--- src/rtl/sd_regbank_bus.sv ---
// sd_regbank_bus: host-writable control registers and read-only core status
// for the SD controller, on an 8/16/32-bit bus with byte enables.
// Writes are byte-granular; reads are registered (1 clk latency).
// Strobes cmd_start/cmd_int_rst/data_int_rst stay high until the clk cycle
// after the next sd_clk rising edge so the SD clock domain always sees them.
// Optional feature macro: SD_REGBANK_IRQ_EN builds the registered irq output;
// without it irq is tied low.

`ifndef INT_CMD_SIZE
`define INT_CMD_SIZE 5
`endif
`ifndef INT_DATA_SIZE
`define INT_DATA_SIZE 3
`endif
`ifndef CMD_REG_SIZE
`define CMD_REG_SIZE 14
`endif
`ifndef CMD_TIMEOUT_W
`define CMD_TIMEOUT_W 24
`endif
`ifndef DATA_TIMEOUT_W
`define DATA_TIMEOUT_W 24
`endif
`ifndef BLKSIZE_W
`define BLKSIZE_W 12
`endif
`ifndef BLKCNT_W
`define BLKCNT_W 16
`endif
`ifndef RESET_BLOCK_SIZE
`define RESET_BLOCK_SIZE 12'd511
`endif
`ifndef SUPPLY_VOLTAGE_mV
`define SUPPLY_VOLTAGE_mV 16'd3300
`endif

`ifndef SD_ARGUMENT
`define SD_ARGUMENT     7'h00
`endif
`ifndef SD_COMMAND
`define SD_COMMAND      7'h04
`endif
`ifndef SD_RESP0
`define SD_RESP0        7'h08
`endif
`ifndef SD_RESP1
`define SD_RESP1        7'h0C
`endif
`ifndef SD_RESP2
`define SD_RESP2        7'h10
`endif
`ifndef SD_RESP3
`define SD_RESP3        7'h14
`endif
`ifndef SD_DATA_TIMEOUT
`define SD_DATA_TIMEOUT 7'h18
`endif
`ifndef SD_CONTROLLER
`define SD_CONTROLLER   7'h1C
`endif
`ifndef SD_CMD_TIMEOUT
`define SD_CMD_TIMEOUT  7'h20
`endif
`ifndef SD_CLOCK_D
`define SD_CLOCK_D      7'h24
`endif
`ifndef SD_RESET
`define SD_RESET        7'h28
`endif
`ifndef SD_VOLTAGE
`define SD_VOLTAGE      7'h2C
`endif
`ifndef SD_CAPA
`define SD_CAPA         7'h30
`endif
`ifndef SD_CMD_ISR
`define SD_CMD_ISR      7'h34
`endif
`ifndef SD_CMD_ISER
`define SD_CMD_ISER     7'h38
`endif
`ifndef SD_DATA_ISR
`define SD_DATA_ISR     7'h3C
`endif
`ifndef SD_DATA_ISER
`define SD_DATA_ISER    7'h40
`endif
`ifndef SD_BLKSIZE
`define SD_BLKSIZE      7'h44
`endif
`ifndef SD_BLKCNT
`define SD_BLKCNT       7'h48
`endif
`ifndef SD_DST_SRC_ADDR
`define SD_DST_SRC_ADDR 7'h60
`endif

module sd_regbank_bus #(
    parameter int                    DATA_W      = 32,
    parameter int                    BE_W        = DATA_W / 8,
    parameter logic [7:0]            CLKDIV_RST  = 8'd1,
    parameter logic [`BLKSIZE_W-1:0] BLKSIZE_RST = `RESET_BLOCK_SIZE,
    parameter logic [15:0]           VOLTAGE     = `SUPPLY_VOLTAGE_mV,
    parameter logic [15:0]           CAPA        = 16'h0000
) (
    input  logic                          clk,
    input  logic                          rst_n,
    input  logic                          sd_clk,
    input  logic                          we,
    input  logic                          rd_en,
    input  logic [6:0]                    addr,
    input  logic [BE_W-1:0]               be,
    input  logic [DATA_W-1:0]             data_in,
    output logic [DATA_W-1:0]             data_out,
    output logic                          rd_valid,
    output logic                          cmd_start,
    output logic                          cmd_int_rst,
    output logic                          data_int_rst,
    output logic                          irq,
    input  logic [31:0]                   response_0_reg,
    input  logic [31:0]                   response_1_reg,
    input  logic [31:0]                   response_2_reg,
    input  logic [31:0]                   response_3_reg,
    input  logic [`INT_CMD_SIZE-1:0]      cmd_int_status_reg,
    input  logic [`INT_DATA_SIZE-1:0]     data_int_status_reg,
    output logic [31:0]                   argument_reg,
    output logic [`CMD_REG_SIZE-1:0]      command_reg,
    output logic                          software_reset_reg,
    output logic [`CMD_TIMEOUT_W-1:0]     cmd_timeout_reg,
    output logic [`DATA_TIMEOUT_W-1:0]    data_timeout_reg,
    output logic [`BLKSIZE_W-1:0]         block_size_reg,
    output logic                          controll_setting_reg,
    output logic [`INT_CMD_SIZE-1:0]      cmd_int_enable_reg,
    output logic [7:0]                    clock_divider_reg,
    output logic [`INT_DATA_SIZE-1:0]     data_int_enable_reg,
    output logic [`BLKCNT_W-1:0]          block_count_reg,
    output logic [31:0]                   dma_addr_reg
);

    localparam int CMDW  = `CMD_REG_SIZE;
    localparam int CTOW  = `CMD_TIMEOUT_W;
    localparam int DTOW  = `DATA_TIMEOUT_W;
    localparam int BSW   = `BLKSIZE_W;
    localparam int BCW   = `BLKCNT_W;
    localparam int ICW   = `INT_CMD_SIZE;
    localparam int IDW   = `INT_DATA_SIZE;

    logic [31:0]       argument_q;
    logic [CMDW-1:0]   command_q;
    logic              sw_reset_q;
    logic [CTOW-1:0]   cmd_timeout_q;
    logic [DTOW-1:0]   data_timeout_q;
    logic [BSW-1:0]    block_size_q;
    logic              ctrl_q;
    logic [ICW-1:0]    cmd_ie_q;
    logic [7:0]        clkdiv_q;
    logic [IDW-1:0]    data_ie_q;
    logic [BCW-1:0]    block_count_q;
    logic [31:0]       dma_addr_q;

    logic [DATA_W-1:0] data_out_q, rd_lane;
    logic              rd_valid_q;
    logic              sd_prev_q, sd_rise;
    logic              cmd_start_q, cmd_start_d;
    logic              cmd_int_rst_q, cmd_int_rst_d;
    logic              data_int_rst_q, data_int_rst_d;

    logic [6:0]        reg_addr;
    logic [3:0]        wbe;        // byte enables within the 32-bit register
    logic [31:0]       wdata;      // bus data replicated onto register bytes
    logic              byte0_hit;  // this access maps a lane onto byte 0
    logic [31:0]       rdata32;    // zero-extended value of the selected register
    logic [31:0]       wr_d;       // selected register after byte merge
    logic              req_arg, req_cisr, req_disr;

    assign reg_addr = {addr[6:2], 2'b00};

    // Bus lanes onto register bytes, one mapping per supported width
    generate
        if (DATA_W == 32) begin : g_w32
            logic unused_addr_lsb;
            assign unused_addr_lsb = ^addr[1:0];
            assign wbe       = be & {4{we}};
            assign wdata     = data_in;
            assign byte0_hit = 1'b1;
            assign rd_lane   = rdata32;
        end else if (DATA_W == 16) begin : g_w16
            logic unused_addr_lsb;
            assign unused_addr_lsb = addr[0];
            assign wbe       = addr[1] ? {be & {2{we}}, 2'b00} : {2'b00, be & {2{we}}};
            assign wdata     = {data_in, data_in};
            assign byte0_hit = ~addr[1];
            assign rd_lane   = addr[1] ? rdata32[31:16] : rdata32[15:0];
        end else begin : g_w8
            assign wbe       = 4'(be[0] & we) << addr[1:0];
            assign wdata     = {4{data_in}};
            assign byte0_hit = (addr[1:0] == 2'b00);
            assign rd_lane   = 8'(rdata32 >> {addr[1:0], 3'b000});
        end
    endgenerate

    // Read mux over the whole map; unmapped offsets return 0
    always_comb begin
        rdata32 = 32'h0;
        case (reg_addr)
            `SD_ARGUMENT:     rdata32 = argument_q;
            `SD_COMMAND:      rdata32 = 32'(command_q);
            `SD_RESP0:        rdata32 = response_0_reg;
            `SD_RESP1:        rdata32 = response_1_reg;
            `SD_RESP2:        rdata32 = response_2_reg;
            `SD_RESP3:        rdata32 = response_3_reg;
            `SD_DATA_TIMEOUT: rdata32 = 32'(data_timeout_q);
            `SD_CONTROLLER:   rdata32 = 32'(ctrl_q);
            `SD_CMD_TIMEOUT:  rdata32 = 32'(cmd_timeout_q);
            `SD_CLOCK_D:      rdata32 = 32'(clkdiv_q);
            `SD_RESET:        rdata32 = 32'(sw_reset_q);
            `SD_VOLTAGE:      rdata32 = 32'(VOLTAGE);
            `SD_CAPA:         rdata32 = 32'(CAPA);
            `SD_CMD_ISR:      rdata32 = 32'(cmd_int_status_reg);
            `SD_CMD_ISER:     rdata32 = 32'(cmd_ie_q);
            `SD_DATA_ISR:     rdata32 = 32'(data_int_status_reg);
            `SD_DATA_ISER:    rdata32 = 32'(data_ie_q);
            `SD_BLKSIZE:      rdata32 = 32'(block_size_q);
            `SD_BLKCNT:       rdata32 = 32'(block_count_q);
            `SD_DST_SRC_ADDR: rdata32 = dma_addr_q;
            default:          rdata32 = 32'h0;
        endcase
    end

    // Byte merge of write data into the selected register's current value;
    // each register keeps only its own low bits, so overflow bits drop out
    always_comb begin
        wr_d = rdata32;
        for (int i = 0; i < 4; i++) begin
            if (wbe[i]) wr_d[8*i +: 8] = wdata[8*i +: 8];
        end
    end

    // Strobe requests and their set-dominant hold-until-sd_rise update
    always_comb begin
        req_arg        = we & byte0_hit & (reg_addr == `SD_ARGUMENT);
        req_cisr       = we & byte0_hit & (reg_addr == `SD_CMD_ISR);
        req_disr       = we & byte0_hit & (reg_addr == `SD_DATA_ISR);
        sd_rise        = ~sd_prev_q & sd_clk;
        cmd_start_d    = req_arg  | (cmd_start_q    & ~sd_rise);
        cmd_int_rst_d  = req_cisr | (cmd_int_rst_q  & ~sd_rise);
        data_int_rst_d = req_disr | (data_int_rst_q & ~sd_rise);
    end

    // Host-writable control registers
    always_ff @(posedge clk or negedge rst_n) begin
        if (!rst_n) begin
            argument_q     <= '0;
            command_q      <= '0;
            sw_reset_q     <= 1'b0;
            cmd_timeout_q  <= '0;
            data_timeout_q <= '0;
            block_size_q   <= BLKSIZE_RST;
            ctrl_q         <= 1'b0;
            cmd_ie_q       <= '0;
            clkdiv_q       <= CLKDIV_RST;
            data_ie_q      <= '0;
            block_count_q  <= '0;
            dma_addr_q     <= '0;
        end else if (we) begin
            case (reg_addr)
                `SD_ARGUMENT:     argument_q     <= wr_d;
                `SD_COMMAND:      command_q      <= wr_d[CMDW-1:0];
                `SD_RESET:        sw_reset_q     <= wr_d[0];
                `SD_CMD_TIMEOUT:  cmd_timeout_q  <= wr_d[CTOW-1:0];
                `SD_DATA_TIMEOUT: data_timeout_q <= wr_d[DTOW-1:0];
                `SD_BLKSIZE:      block_size_q   <= wr_d[BSW-1:0];
                `SD_CONTROLLER:   ctrl_q         <= wr_d[0];
                `SD_CMD_ISER:     cmd_ie_q       <= wr_d[ICW-1:0];
                `SD_CLOCK_D:      clkdiv_q       <= wr_d[7:0];
                `SD_DATA_ISER:    data_ie_q      <= wr_d[IDW-1:0];
                `SD_BLKCNT:       block_count_q  <= wr_d[BCW-1:0];
                `SD_DST_SRC_ADDR: dma_addr_q     <= wr_d;
                default: ;
            endcase
        end
    end

    // Registered read port; data_out holds between reads
    always_ff @(posedge clk or negedge rst_n) begin
        if (!rst_n) begin
            data_out_q <= '0;
            rd_valid_q <= 1'b0;
        end else begin
            rd_valid_q <= rd_en;
            if (rd_en) data_out_q <= rd_lane;
        end
    end

    // sd_clk edge history and the three SD-domain strobes
    always_ff @(posedge clk or negedge rst_n) begin
        if (!rst_n) begin
            sd_prev_q      <= 1'b0;
            cmd_start_q    <= 1'b0;
            cmd_int_rst_q  <= 1'b0;
            data_int_rst_q <= 1'b0;
        end else begin
            sd_prev_q      <= sd_clk;
            cmd_start_q    <= cmd_start_d;
            cmd_int_rst_q  <= cmd_int_rst_d;
            data_int_rst_q <= data_int_rst_d;
        end
    end

`ifdef SD_REGBANK_IRQ_EN
    logic irq_q, irq_d;

    // A status-clear request masks irq for one cycle so the host does not
    // see the interrupt it is acknowledging before status drops
    always_comb begin
        irq_d = (|(cmd_int_status_reg & cmd_ie_q)) | (|(data_int_status_reg & data_ie_q));
        if (req_cisr | req_disr) irq_d = 1'b0;
    end

    // Registered interrupt line
    always_ff @(posedge clk or negedge rst_n) begin
        if (!rst_n) irq_q <= 1'b0;
        else        irq_q <= irq_d;
    end

    assign irq = irq_q;
`else
    assign irq = 1'b0;
`endif

    assign data_out             = data_out_q;
    assign rd_valid             = rd_valid_q;
    assign cmd_start            = cmd_start_q;
    assign cmd_int_rst          = cmd_int_rst_q;
    assign data_int_rst         = data_int_rst_q;
    assign argument_reg         = argument_q;
    assign command_reg          = command_q;
    assign software_reset_reg   = sw_reset_q;
    assign cmd_timeout_reg      = cmd_timeout_q;
    assign data_timeout_reg     = data_timeout_q;
    assign block_size_reg       = block_size_q;
    assign controll_setting_reg = ctrl_q;
    assign cmd_int_enable_reg   = cmd_ie_q;
    assign clock_divider_reg    = clkdiv_q;
    assign data_int_enable_reg  = data_ie_q;
    assign block_count_reg      = block_count_q;
    assign dma_addr_reg         = dma_addr_q;

endmodule

--- config.mk ---
export PLATFORM = sky130hd
export DESIGN_NAME = sd_regbank_bus
export DESIGN_NICKNAME = d
export VERILOG_FILES = /design/src/rtl/sd_regbank_bus.sv
export SDC_FILE = /design/constraint.sdc
export NUM_CORES = 1
export LEC_CHECK = 0
export CORE_AREA = 2 2 156 158
export CTS_CLUSTER_DIAMETER = 120
export DETAILED_ROUTE_END_ITERATION = 8
export DIE_AREA = 0 0 158 160
export PLACE_DENSITY = 0.83
export SYNTH_ARGS = -nofsm -noshare
export SYNTH_HDL_FRONTEND = slang
export SYNTH_SLANG_ARGS = --single-unit
--- constraint.sdc ---
create_clock -name clk -period 2.01 [get_ports clk]
set_input_delay 0.402 -clock clk [delete_from_list [all_inputs] [get_ports clk]]
set_output_delay 0.402 -clock clk [all_outputs]
set_load 0.02 [all_outputs]
==> flow_summary.ini <==
[status]
status = completed

[setup_path]
worst_ep_arrival_time_ns = 1.59
worstPathMaxFanout = 3
crit_required_ns = 1.61
crit_chain = clkdlybuf4s50_1
crit_family = buffers and inverters
critPathCaptureType = output pin
path_class = flop to output pin
worst-path-buf-inv = 1
slowest_delay_ns = 0.64
reg2reg_slack_ns = 0.02
slowest_stage = clkdlybuf4s50_1
critPathLaunchType = flop

[logic_synthesis]
avgSynthCellArea_sq_um = 10.42
synth_ff_type = dfrtp_1
ys_ff_latch = 209
synth_nets = 1195
yosys_warnings = 0
syn_inst = 1011
netlist_area_sq_um = 10530
synth_seq_area_share_pct = 49.79
synth_cell_types = 76
synth_edf_count = 0
synthArstFlopShare_pct = 100.0

[final_layout]
drive_gt1_share_pct = 28.67
final_common_cell = clkdlybuf4s50_1
area_growth_syn_to_layout_pct = 70.84
fill_cells = 1591
nets = 1756
final_cell_mix = 352 x clkdlybuf4s50_1, 199 x dfrtp_1, 161 x buf_4, 130 x nand2_1, 57 x mux2_2

[global_route]
grt_util_met2_pct = 60.69
met1_usage_pct = 49.50
grt_max_degree = 60
antenna_found_initial = 2
gr-total-overflow = 0
grt.busiest_layer = met2
first_global_vias = 11980
use_met3_pct = 7.843
grt_pass1_wl_um = 72930
grt_use_total_pct = 38.56

[cts]
clkSlewWorstSetupHoldPaths_ns = 0.06
clk_latency_ns = 0.52
cts_sinks = 209
cts_buffers = 23
cts_buffer_depth = 3
cts_htree_levels = 1
root_buffer = clkbuf_16
cts_tree = built

[route]
via_per_inst = 6.153
drc = 0
wl_per_cell_um = 26.04
ant_nets = 0
drtIter0Drc = 1157
wirelength_um = 49810
first_pass_iters = 6
vias = 11770

[sta]
hold_violations = 0
tightest_slew_ns = 0.5478
drv_slew = 0
finalCriticalPeriod_ns = 1.996
setup_viol = 0
fmax_ghz = 0.5011
period_share_pct = 99.29
max_slew_margin_pct = 63.48
skew_ns = 0.01242
worst_slack_ns = 0.01429

[power]
internal_power_mw = 9.425
power_mw = 13.67
clkPwrFrac_pct = 32.2
power.switching_mw = 4.245
pwr-share-comb_pct = 28.7
leakagePower_nw = 8.220
netSwitchingFraction_pct = 31.06
pwr_density_cell_nw_per_um2 = 759.9
ir_drop_uv = 557.7
seq_power_share_pct = 39.1

[floorplanning]
die_y_um = 160
ios = 393
dieWidth_um = 158
start_util_pct = 44.21
coreArea_sq_um = 23820
dieArea_sq_um = 25280
fp-row-count = 57

[placement]
place_congestion = 0.9391
place_ws_ns = -1.053
portBuffers = 389
dp.final_hpwl_um = 35790

[hold_path]
hold_path_class = input pin to flop

[flow_run]
maxCapViolations = 0
[metal layers]
layer  wire [um]  part of all wire [%]  vias to the layer above
li1            -                     -                     4880
met1       18470                    37                     5823
met2       22970                    46                      839
met3        5136                    10                      227
met4        3220                   6.5                        2
met5          13                 0.026                        -
[final cells by class]
cell class	count	area, sq um	share of cell area, %
timing repair buffer	610	6148	34.18
multi-input combinational	724	5398	30.00
sequential	209	5243	29.14
clock buffer	33	663.1	3.686
tap	324	405.4	2.253
clock inverter	7	112.6	0.6260
inverter	4	15.01	0.08346
antenna	2	5.005	0.02782
[power groups by stage]
stage	Clock [mW]	Combinational [mW]	Sequential [mW]
2_1_floorplan	0	0.938	5.87
3_3_place_gp	0	3.65	5.35
3_5_place_dp	0	3.73	5.37
4_1_cts	4.39	3.86	5.31
5_1_grt	4.57	4.11	5.38
6_report	4.40	3.92	5.34
[cell families after synthesis]
logic type	Yosys count	share of synthesized area (%)
buffers and inverters	80	4.206
AOI/OAI and AO/OA	262	17.32
other	1	0.03561
and+or+nand+nor	340	16.29
muxes	119	12.36
DFF	209	49.79
[cell usage after synthesis, types with 5 or more instances]
library cell  instances  share of area (%)
nor3b_1               5               0.36
a221oi_1              7               0.58
buf_6                 5               0.53
mux2i_1              31                2.9
nand4_1              15               0.89
nand3b_1              7               0.50
a22oi_1              53                3.8
a22o_1               14                1.2
clkbuf_1             36                1.3
mux2_2               88                9.4
a21oi_1              24                1.1
dfrtp_1             199                 47
o21ai_0              72                3.4
nand3_1              30                1.4
and2_1                6               0.36
nand2_1             136                4.8
nor3_1                9               0.43
nor2_1               56                2.0
buf_2                17               0.81
buf_4                13               0.93
nand2b_1              7               0.42
a221o_1               5               0.48
a2111oi_0             8               0.67
o31ai_1              16                1.1
o21ai_1              20               0.95
and3_1               26                1.5
dfstp_2              10                2.5
[what timing repair did]
item,CTS,global route
gates resized for setup,125,50
endpoints found under the setup margin,218,183
pin swaps,32,13
endpoints found under the hold margin,46,0
setup buffers,26,5
gates cloned,4,1
hold buffers,1,0
[worst paths after layout]
check | endpoint | start | cells past startpoint
min | data_out[7] | rd_en | 2
max in group asynchronous | block_size_reg[8] | rst_n | 3
max reg2reg | cmd_timeout_reg[1] | data_int_enable_reg[1] | 6
max | cmd_timeout_reg[11] | cmd_timeout_reg[11] | 1
min in group asynchronous | data_out[2] | rst_n | 2
min reg2reg | block_size_reg[8] | block_size_reg[8] | 2
[through the flow]
stage               instance area [sq um]  hold WS (ns)  util [%]  setup TNS, ns  instances
floorplan                           10720        0.1064         -         -6.702       1011
global placement                    16340        0.4272     68.58        -171.30       1835
detailed placement                  16340        0.4307     68.58        -183.26       1835
CTS                                 17750        0.2563     74.52              0       1906
global route                        17990        0.2684     75.51        -0.2434       1912
finish                              17990        0.2635     75.52              0       1913
Note: power is estimated with default switching activity, not from simulation.
